<file path="config.mk">
export PLATFORM = sky130hd
export DESIGN_NAME = fetch_sequencer_flat
export DESIGN_NICKNAME = d
export VERILOG_FILES = /design/src/rtl/fetch_sequencer_if.sv /design/src/rtl/fetch_sequencer.sv /design/src/flat_wrapper.sv
export SDC_FILE = /design/constraint.sdc
export NUM_CORES = 1
export LEC_CHECK = 0
export ABC_AREA = 1
export CAP_MARGIN = 20
export CELL_PAD_IN_SITES_DETAIL_PLACEMENT = 0
export CELL_PAD_IN_SITES_GLOBAL_PLACEMENT = 2
export CORE_AREA = 4 4 175 261
export DETAILED_ROUTE_END_ITERATION = 6
export DIE_AREA = 0 0 179 265
export PLACE_DENSITY = 0.95
export SLEW_MARGIN = 5
export SYNTH_ARGS = -nofsm -noshare
export SYNTH_HDL_FRONTEND = slang
export SYNTH_SLANG_ARGS = --single-unit
</file>
<file path="constraint.sdc">
create_clock -name clk -period 11.1 [get_ports clk]
set_input_delay 1.11 -clock clk [delete_from_list [all_inputs] [get_ports clk]]
set_output_delay 1.11 -clock clk [all_outputs]
set_load 0.1 [all_outputs]
</file>
<file path="src/rtl/fetch_sequencer_if.sv">
// Handshake and memory bus bundle for fetch_sequencer; the bench drives the master side.
// Defining FETCH_INSTR_COUNT_EN adds the instr_count signal.
interface fetch_sequencer_if #(parameter int ADDR_W = 64);
  logic              start;
  logic [ADDR_W-1:0] pc;
  logic              busy;
  logic              mem_rd_en;
  logic [ADDR_W-1:0] mem_addr;
  logic [7:0]        mem_rdata;
  logic              done;
  logic [3:0]        icode;
  logic [3:0]        ifun;
  logic [3:0]        rA;
  logic [3:0]        rB;
  logic [63:0]       valC;
  logic [ADDR_W-1:0] valP;
  logic              instr_valid;
  logic              imem_error;
`ifdef FETCH_INSTR_COUNT_EN
  logic [31:0]       instr_count;

  modport master (output start, pc, mem_rdata,
                  input  busy, mem_rd_en, mem_addr, done, icode, ifun, rA, rB,
                         valC, valP, instr_valid, imem_error, instr_count);
  modport slave  (input  start, pc, mem_rdata,
                  output busy, mem_rd_en, mem_addr, done, icode, ifun, rA, rB,
                         valC, valP, instr_valid, imem_error, instr_count);
`else
  modport master (output start, pc, mem_rdata,
                  input  busy, mem_rd_en, mem_addr, done, icode, ifun, rA, rB,
                         valC, valP, instr_valid, imem_error);
  modport slave  (input  start, pc, mem_rdata,
                  output busy, mem_rd_en, mem_addr, done, icode, ifun, rA, rB,
                         valC, valP, instr_valid, imem_error);
`endif
endinterface

</file>
<file path="src/rtl/fetch_sequencer.sv">
// Y86-64 instruction fetch sequencer over a byte-wide, 1-cycle-latency memory.
// Optional FETCH_INSTR_COUNT_EN adds a saturating count of valid fetches.
module fetch_sequencer #(
  parameter int MEM_SIZE = 2048,
  parameter int ADDR_W   = 64
) (
  input logic              clk,
  input logic              rst,
  fetch_sequencer_if.slave bus
);
  typedef enum logic [1:0] {IDLE, ISSUE, FINISH} state_t;

  state_t            state, state_nxt;
  logic [ADDR_W-1:0] base;
  logic [3:0]        cnt;
  logic [3:0]        icode_r, ifun_r, ra_r, rb_r;
  logic [63:0]       valc_r;
  logic [ADDR_W-1:0] valp_r;
  logic              valid_r, err_r;

  logic [3:0]        cur_icode, len, cnt_m2, cnt_m3;
  logic [2:0]        cidx;
  logic [ADDR_W:0]   addr_ext;
  logic              in_range, want_issue, last, range_err, issue;

  function automatic logic [3:0] instr_len(input logic [3:0] ic);
    case (ic)
      4'h2, 4'h6, 4'hA, 4'hB: instr_len = 4'd2;
      4'h7, 4'h8:             instr_len = 4'd9;
      4'h3, 4'h4, 4'h5:       instr_len = 4'd10;
      default:                instr_len = 4'd1;
    endcase
  endfunction

  // cnt = cycles spent in ISSUE: byte cnt is issued and byte cnt-1 captured.
  // Byte0 arrives when cnt==1, so length is decoded straight from mem_rdata there.
  always_comb begin
    cur_icode  = (cnt == 4'd1) ? bus.mem_rdata[7:4] : icode_r;
    len        = instr_len(cur_icode);
    addr_ext   = {1'b0, base} + (ADDR_W+1)'(cnt);
    in_range   = addr_ext < (ADDR_W+1)'(MEM_SIZE);
    want_issue = (cnt <= 4'd1) || (cnt < len);
    last       = (cnt != 4'd0) && (cnt == len);
    range_err  = (state == ISSUE) && want_issue && !in_range && !last;
    issue      = (state == ISSUE) && want_issue && in_range;
    cnt_m2     = cnt - 4'd2;
    cnt_m3     = cnt - 4'd3;
    cidx       = (len == 4'd9) ? cnt_m2[2:0] : cnt_m3[2:0];

    state_nxt = state;
    case (state)
      IDLE:    if (bus.start) state_nxt = ISSUE;
      ISSUE:   if (last || range_err) state_nxt = FINISH;
      FINISH:  state_nxt = IDLE;
      default: state_nxt = IDLE;
    endcase
  end

  always_ff @(posedge clk or posedge rst) begin
    if (rst) begin
      state   <= IDLE;
      base    <= '0;
      cnt     <= '0;
      icode_r <= 4'h0;
      ifun_r  <= 4'h0;
      ra_r    <= 4'hF;
      rb_r    <= 4'hF;
      valc_r  <= '0;
      valp_r  <= '0;
      valid_r <= 1'b0;
      err_r   <= 1'b0;
    end else begin
      state <= state_nxt;
      case (state)
        IDLE: begin
          if (bus.start) begin
            base    <= bus.pc;
            cnt     <= '0;
            icode_r <= 4'h0;
            ifun_r  <= 4'h0;
            ra_r    <= 4'hF;
            rb_r    <= 4'hF;
            valc_r  <= '0;
            valp_r  <= '0;
            valid_r <= 1'b0;
            err_r   <= 1'b0;
          end
        end
        ISSUE: begin
          cnt <= cnt + 4'd1;
          if (cnt == 4'd1) begin
            icode_r <= bus.mem_rdata[7:4];
            ifun_r  <= bus.mem_rdata[3:0];
          end else if (cnt == 4'd2 && (len == 4'd2 || len == 4'd10)) begin
            ra_r <= bus.mem_rdata[7:4];
            rb_r <= bus.mem_rdata[3:0];
          end else if ((len == 4'd9 && cnt >= 4'd2) || (len == 4'd10 && cnt >= 4'd3)) begin
            valc_r[{cidx, 3'b000} +: 8] <= bus.mem_rdata;
          end

          if (range_err) begin
            err_r   <= 1'b1;
            valid_r <= 1'b0;
            valp_r  <= '0;
          end else if (last) begin
            valid_r <= (cur_icode <= 4'hB);
            valp_r  <= base + ADDR_W'(len);
          end
        end
        default: ;
      endcase
    end
  end

`ifdef FETCH_INSTR_COUNT_EN
  logic [31:0] count_r;

  always_ff @(posedge clk or posedge rst) begin
    if (rst)
      count_r <= '0;
    else if (state == FINISH && valid_r && count_r != 32'hFFFF_FFFF)
      count_r <= count_r + 32'd1;
  end

  assign bus.instr_count = count_r;
`endif

  assign bus.busy        = (state == ISSUE);
  assign bus.done        = (state == FINISH);
  assign bus.mem_rd_en   = issue;
  assign bus.mem_addr    = issue ? addr_ext[ADDR_W-1:0] : '0;
  assign bus.icode       = icode_r;
  assign bus.ifun        = ifun_r;
  assign bus.rA          = ra_r;
  assign bus.rB          = rb_r;
  assign bus.valC        = valc_r;
  assign bus.valP        = valp_r;
  assign bus.instr_valid = valid_r;
  assign bus.imem_error  = err_r;
endmodule

</file>
<file path="src/flat_wrapper.sv">
// flat-port wrapper written by rule: the top's interface ports become plain ports
module fetch_sequencer_flat 
#(
  parameter int MEM_SIZE = 2048,
  parameter int ADDR_W   = 64
)
  (clk, rst, bus_start, bus_pc, bus_mem_rdata, bus_busy, bus_mem_rd_en, bus_mem_addr, bus_done, bus_icode, bus_ifun, bus_rA, bus_rB, bus_valC, bus_valP, bus_instr_valid, bus_imem_error);
  fetch_sequencer_if #(.ADDR_W(ADDR_W)) bus_i ();
  input logic clk;
  input logic rst;
  input wire logic [$bits(bus_i.start)-1:0] bus_start;
  input wire logic [$bits(bus_i.pc)-1:0] bus_pc;
  input wire logic [$bits(bus_i.mem_rdata)-1:0] bus_mem_rdata;
  output wire logic [$bits(bus_i.busy)-1:0] bus_busy;
  output wire logic [$bits(bus_i.mem_rd_en)-1:0] bus_mem_rd_en;
  output wire logic [$bits(bus_i.mem_addr)-1:0] bus_mem_addr;
  output wire logic [$bits(bus_i.done)-1:0] bus_done;
  output wire logic [$bits(bus_i.icode)-1:0] bus_icode;
  output wire logic [$bits(bus_i.ifun)-1:0] bus_ifun;
  output wire logic [$bits(bus_i.rA)-1:0] bus_rA;
  output wire logic [$bits(bus_i.rB)-1:0] bus_rB;
  output wire logic [$bits(bus_i.valC)-1:0] bus_valC;
  output wire logic [$bits(bus_i.valP)-1:0] bus_valP;
  output wire logic [$bits(bus_i.instr_valid)-1:0] bus_instr_valid;
  output wire logic [$bits(bus_i.imem_error)-1:0] bus_imem_error;
  assign bus_i.start = bus_start;
  assign bus_i.pc = bus_pc;
  assign bus_i.mem_rdata = bus_mem_rdata;
  assign bus_busy = bus_i.busy;
  assign bus_mem_rd_en = bus_i.mem_rd_en;
  assign bus_mem_addr = bus_i.mem_addr;
  assign bus_done = bus_i.done;
  assign bus_icode = bus_i.icode;
  assign bus_ifun = bus_i.ifun;
  assign bus_rA = bus_i.rA;
  assign bus_rB = bus_i.rB;
  assign bus_valC = bus_i.valC;
  assign bus_valP = bus_i.valP;
  assign bus_instr_valid = bus_i.instr_valid;
  assign bus_imem_error = bus_i.imem_error;
  fetch_sequencer #(.MEM_SIZE(MEM_SIZE), .ADDR_W(ADDR_W)) u_core (.clk(clk), .rst(rst), .bus(bus_i));
endmodule
</file>
==> flow_summary.toml, run 1 <==
[synthesis]
syn-cell-area_mm2 = 0.0133
synth_cell_types = 45
synth-compound-area-share_pct = 7.32
yosys_warnings = 0
synth-async-reset-ratio_pct = 100
synth_ff_type = "dfrtp_1"
synth-seq-cells = 216
synth_xor_area_share_pct = 1.38
synth_top_family_by_area = "simple AND/OR/NAND/NOR gates"
synth_edf_count = 0
synthTopCellsByArea = "dfrtp_1 39%, nand2_1 17%, nand3_1 6.5%"
synth.avg_cell_area_um2 = 7.20
yosysSeqAreaShare_pct = 40.7
synth_adder_area_share_pct = 1.90
yosys.area.top_type = "dfrtp_1"
synth_cells = 1849
synth.top_cell.area_share_pct = 39.1
synth_simple_gate_area_share_pct = 38.4
synthMuxAreaShare_pct = 0.339

[clock_tree]
clock_latency_ns = 0.54
cts_tree = "done"
cts_buffer_depth = 3
cts_setup_buffers = 0
clock-sinks = 216
clk_pin_slew_worst_paths_ns = 0.06
cts_resized = 0
cts-root-buf = "clkbuf_16"
htree_levels = 1
hold_buffers = 0
cts-buffers-inserted = 23

[job]
max_cap_violations = 0

[final_layout]
final_common_cell = "nand2_1"
drive_gt1_share_pct = 9.49
fillers = 4625
syn_to_final_growth_pct = 25.4
fin_nets = 2164
finish.utilization_pct = 38.6
diodes = 0
layout_common_cells = "594 x nand2_1, 234 x clkdlybuf4s50_1, 208 x dfrtp_1"
layout.cells.non_filler = 2656

[outcome]
status = "completed"

[route]
via_count = 12967
drtAntennaViolNets = 0
wire_per_inst_um = 20.9
vias_per_cell = 4.88
wl_um = 55500
firstDrtPassIters = 7
drcViolationCount = 0
drtIter0Drc = 841

[sta]
period_needed_ns = 6.95
min_period_over_period_pct = 62.6
finalSetupViolCount = 0
fmax_ghz = 0.144
drv_slew = 0
max_slew_margin_pct = 28.3
hold_viol_final = 0
worst_slew_pin_slew_ns = 1.07
rsz0062_at_grt = "no"
skew_ns = 0.0141
fin_tns_setup_ns = 0

[global_route]
track_usage_pct = 22.9
antenna_found_initial = 1
grt_max_degree = 81
grt_pass1_vias = 13150
grt_pass1_wl_um = 82100
overflow = 0

[placement]
globalplace.congestion = 0.963
io_buffers = 234
placed_cells = 2614
place_hpwl_um = 44700

[worst_setup_path]
rr_worst_depth = 26
r2r_start = "u_core.cnt[1]"
worst_setup_path_start_kind = "flip-flop"
criticalPathCategory = "flip-flop to output pin"
critical_path.top_delay_family = "simple AND/OR/NAND/NOR gates"
cp_slowest_cell = "clkdlybuf4s50_1"
crit_path_start = "u_core.cnt[0]"
crit_chain = "ha_1, inv_1, fa_1, inv_1, nand3_1, nand2_1, nand3_1, nor2_2, nand4_1, nand2_1, nand2_1, nor2_1, nand2_1, nor2_2, nand4_1, nor2_1, clkdlybuf4s50_1"
crit_cells = 17
critPathBufInv = 3
cp_max_fo = 12
crit_end = "bus_mem_addr[0]"
worstPathArrival_ns = 5.84
cp-end-kind = "output pin"
cpMostUsedCell = "nand2_1"
rrSetupSlack_ns = 5.59
crit_required_ns = 9.99
r2r-end = "u_core.bus.valP[58]"
slowest_delay_ns = 1.21

[power]
power_density_mw_per_mm2 = 331
ir_worst_vdd_uv = 149
p_total_mw = 5.52
p_leak_nw = 7.84

[floorplan]
fp.dieH_um = 265
io_pins = 288
fp.dieW_um = 179
start_util_pct = 30.8
floorplan.die_area_mm2 = 0.0474
num_rows = 93
core_area_mm2 = 0.0432

[hold_path]
min_path_type = "flip-flop to flip-flop"
tightest hold or removal path, delay by kind of cell (launching register included):
kind / cells / cell delay (ns)
DFF: 1 / 0.35
and+or+nand+nor: 2 / 0.10
how the worst min path moves through the flow:
stage	start	endpoint	slack [ns]	cells after the start
after floorplan	u_core.base[0]	u_core.base[0]	0.47	2
after global placement	u_core.bus.valC[43]	u_core.bus.valC[43]	0.46	2
after detailed placement	u_core.bus.valP[52]	u_core.bus.valP[52]	0.47	2
after CTS	u_core.bus.valC[46]	u_core.bus.valC[46]	0.48	2
after global routing	u_core.bus.valC[58]	u_core.bus.valC[58]	0.50	1
final	u_core.bus.valP[62]	u_core.bus.valP[62]	0.48	2
stage by stage:
stage	setup WS, ns	area, um2	hold slack, ns
2_1_floorplan	4.10	13500	0.474
3_3_place_gp	4.41	15900	0.458
3_5_place_dp	4.40	15900	0.465
4_1_cts	4.10	16700	0.483
5_1_grt	3.90	16700	0.501
6_report	4.15	16700	0.475
cells by family (layout without fill, tap and decap cells):
| kind of cell | after synthesis | after routing |
|---|---|---|
| muxes | 4 | 4 |
| buffers and inverters | 265 | 450 |
| other | 1 | 53 |
| DFF | 216 | 216 |
| adders and majority gates | 19 | 19 |
| and+or+nand+nor | 1153 | 1153 |
| xor gates and xnor gates | 21 | 21 |
| AOI/OAI and AO/OA | 170 | 170 |
registers in the layout (all words and copies together), names as in the netlist:
| register | flops |
|---|---|
| u_core.bus.ifun | 4 |
| u_core.base | 64 |
| u_core.bus.imem_error | 1 |
| u_core.bus.valP | 64 |
| u_core.bus.valC | 64 |
| u_core.bus.rA | 4 |
| u_core.bus.instr_valid | 1 |
| u_core.cnt | 4 |
| u_core.bus.icode | 4 |
| u_core.state | 2 |
| u_core.bus.rB | 4 |
power breakdown:
| group | total [mW] | switching [mW] | internal [mW] |
|---|---|---|---|
| clock | 0.760 | 0.339 | 0.421 |
| sequential | 1.39 | 0.330 | 1.06 |
| combinational | 3.36 | 2.62 | 0.745 |
layout make-up:
cell class                 count  area [um2]  area share [%]
tap                          570         713            4.27
clock buffer                  32         629            3.77
clock inverter                 9        85.1           0.510
inverter                     165         627            3.76
sequential                   216        5420            32.5
multi-input combinational   1420        6780            40.6
timing repair buffer         244        2440            14.6
synth_stat cells (4+ instances only):
library cell / number
o21ai_1: 16
clkbuf_1: 30
nor2_4: 8
nand4_1: 45
a21oi_1: 9
a21o_1: 18
nand3_1: 172
o21ai_2: 5
xor2_1: 21
mux2_2: 4
nor2_2: 25
clkinv_1: 4
a31oi_1: 9
nor3_1: 25
dfrtp_1: 208
buf_12: 6
dfstp_2: 8
ha_1: 17
nand2_2: 73
inv_1: 150
buf_2: 6
o21ai_0: 98
inv_2: 11
o21bai_1: 4
nand3b_1: 6
or2_2: 6
nor2_1: 188
buf_4: 53
nand2_1: 594
routing by layer:
metal  up-vias  routed length (um)  GRT usage [%]
met5         -                  17              0
met4         2                2790           10.0
met3       107                2830           2.58
met2       463               30200           44.5
met1      6140               19600           24.2
li1       6255                   -              -
Power figures use the tool's default switching activity.
==> run 2, diff against run 1 <==
--- a/config.mk
+++ b/config.mk
@@ -9,10 +9,10 @@
 export CAP_MARGIN = 20
 export CELL_PAD_IN_SITES_DETAIL_PLACEMENT = 0
 export CELL_PAD_IN_SITES_GLOBAL_PLACEMENT = 2
-export CORE_AREA = 4 4 175 261
+export CORE_AREA = 4 4 190 285
 export DETAILED_ROUTE_END_ITERATION = 6
-export DIE_AREA = 0 0 179 265
-export PLACE_DENSITY = 0.95
+export DIE_AREA = 0 0 194 289
+export PLACE_DENSITY = 0.87
 export SLEW_MARGIN = 5
 export SYNTH_ARGS = -nofsm -noshare
 export SYNTH_HDL_FRONTEND = slang
==> constraint.sdc (replaced) <==
create_clock -name clk -period 5.8 [get_ports clk]
set_input_delay 0.58 -clock clk [delete_from_list [all_inputs] [get_ports clk]]
set_output_delay 0.58 -clock clk [all_outputs]
set_load 0.1 [all_outputs]
==> flow_summary.toml, run 2 (synthesis gave the netlist of run 1 again) <==
[outcome]
status = "completed"

[worst_setup_path]
crit_required_ns = 5.22
cp-end-kind = "output pin"
slowest_delay_ns = 0.50
cpMostUsedCell = "nand2_1"
worstPathArrival_ns = 4.77
cp_max_fo = 8
critPathBufInv = 5
criticalPathCategory = "flip-flop to output pin"
worst_setup_path_start_kind = "flip-flop"
crit_chain = "ha_1, inv_1, fa_1, inv_1, nand3_1, nand2_1, nand2_1, inv_1, nand2_1, nor2_1, nor2_1, nor2_1, nand2_1, nor2_1, nand2_1, nor2_2, nand4_1, buf_4, nor3_2, buf_4"
cp_slowest_cell = "dfrtp_1"
critical_path.top_delay_family = "simple AND/OR/NAND/NOR gates"

[route]
wire_per_inst_um = 21.2
vias_per_cell = 4.66
drcViolationCount = 0
drtIter0Drc = 714
firstDrtPassIters = 5
via_count = 12963
wl_um = 59000
drtAntennaViolNets = 0

[placement]
dpl_cell_area_mm2 = 0.0161
place_hpwl_um = 48000
io_buffers = 234
globalplace.congestion = 0.959

[final_layout]
diodes = 0
finish.utilization_pct = 33.1
drive_gt1_share_pct = 11.1
layout_common_cells = "594 x nand2_1, 222 x clkdlybuf4s50_1, 208 x dfrtp_1"
final_common_cell = "nand2_1"
finalInstanceArea_mm2 = 0.0171
syn_to_final_growth_pct = 28.4
fin_nets = 2180

[floorplan]
core_area_mm2 = 0.0516
fp.dieH_um = 289
num_rows = 102
io_pins = 288
floorplan.die_area_mm2 = 0.0561
fp.dieW_um = 194
start_util_pct = 25.8

[clock_tree]
clock-sinks = 216
cts-buffers-inserted = 26
cts-root-buf = "clkbuf_16"
cts_buffer_depth = 3
clk_pin_slew_worst_paths_ns = 0.06
clock_latency_ns = 0.56
cts_tree = "done"
htree_levels = 1

[job]
max_cap_violations = 0

[sta]
worst_slew_pin_slew_ns = 1.04
drv_slew = 0
fmax_ghz = 0.187
rsz0062_at_grt = "no"
fin_tns_setup_ns = 0
min_period_over_period_pct = 92.3
period_needed_ns = 5.35
hold_viol_final = 0
finalSetupViolCount = 0
skew_ns = 0.0169
max_slew_margin_pct = 30.4

[power]
ir_worst_vdd_uv = 413
p_leak_nw = 8.04
power_density_mw_per_mm2 = 641

[global_route]
overflow = 0
antenna_found_initial = 1
track_usage_pct = 20.3
grt_pass1_vias = 13253
grt_max_degree = 75
grt_pass1_wl_um = 86300

[hold_path]
min_path_type = "input pin to async pin"
## run 2: final cells by class
cell class / count / area (um2)
clock inverter: 11 / 144
timing repair buffer: 257 / 2500
tap: 676 / 846
inverter: 165 / 623
sequential: 216 / 5420
clock buffer: 36 / 769
multi-input combinational: 1420 / 6780
fill: 5627 / 34500
## run 2: per-stage QoR
step / setup WS [ns] / std cells / power (mW) / hold WS [ns]
floorplan: 0.760 / 1901 / 7.46 / 0.474
global placement: 0.295 / 2731 / 9.22 / 0.458
detailed placement: 0.279 / 2731 / 9.23 / 0.459
CTS: 0.421 / 2780 / 11.1 / 0.474
global route: 0.287 / 2781 / 11.6 / 0.271
finish: 0.446 / 2781 / 10.9 / 0.282
## run 2: per-layer routing
layer	wire length (um)	global-route usage, %	vias up
met1	21300	21.3	6178
met3	2350	2.21	101
li1	-	-	6292
met2	32100	40.0	392
met5	0	0	-
met4	3340	9.58	0
## run 2: path summary, 6_finish.rpt
check | start | endpoint | slack [ns] | cells after the start
worst min-delay path | rst | u_core.bus.valP[6] | 0.28 | 2
max in group asynchronous | rst | u_core.bus.valC[25] | 4.13 | 4
min in group clk | u_core.bus.valC[45] | u_core.bus.valC[45] | 0.47 | 2
worst max register to register | u_core.cnt[1] | u_core.bus.valP[58] | 0.82 | 26
worst max-delay path | u_core.cnt[0] | bus_mem_addr[2] | 0.45 | 20
worst min register to register | u_core.bus.valC[45] | u_core.bus.valC[45] | 0.47 | 2
## run 2: what timing repair did
item	CTS	global route
setup buffers	2	0
endpoints found under the setup margin	3	0
gates resized for setup	1	0
hold buffers	0	0
## run 2: power by group
| part | internal [mW] | leakage [nW] | switching (mW) | total [mW] |
|---|---|---|---|---|
| clock | 1.06 | 0.450 | 0.715 | 1.77 |
| combinational | 1.44 | 4.72 | 5.05 | 6.49 |
| sequential | 2.03 | 2.86 | 0.647 | 2.68 |
| total | 4.53 | 8.04 | 6.41 | 10.9 |
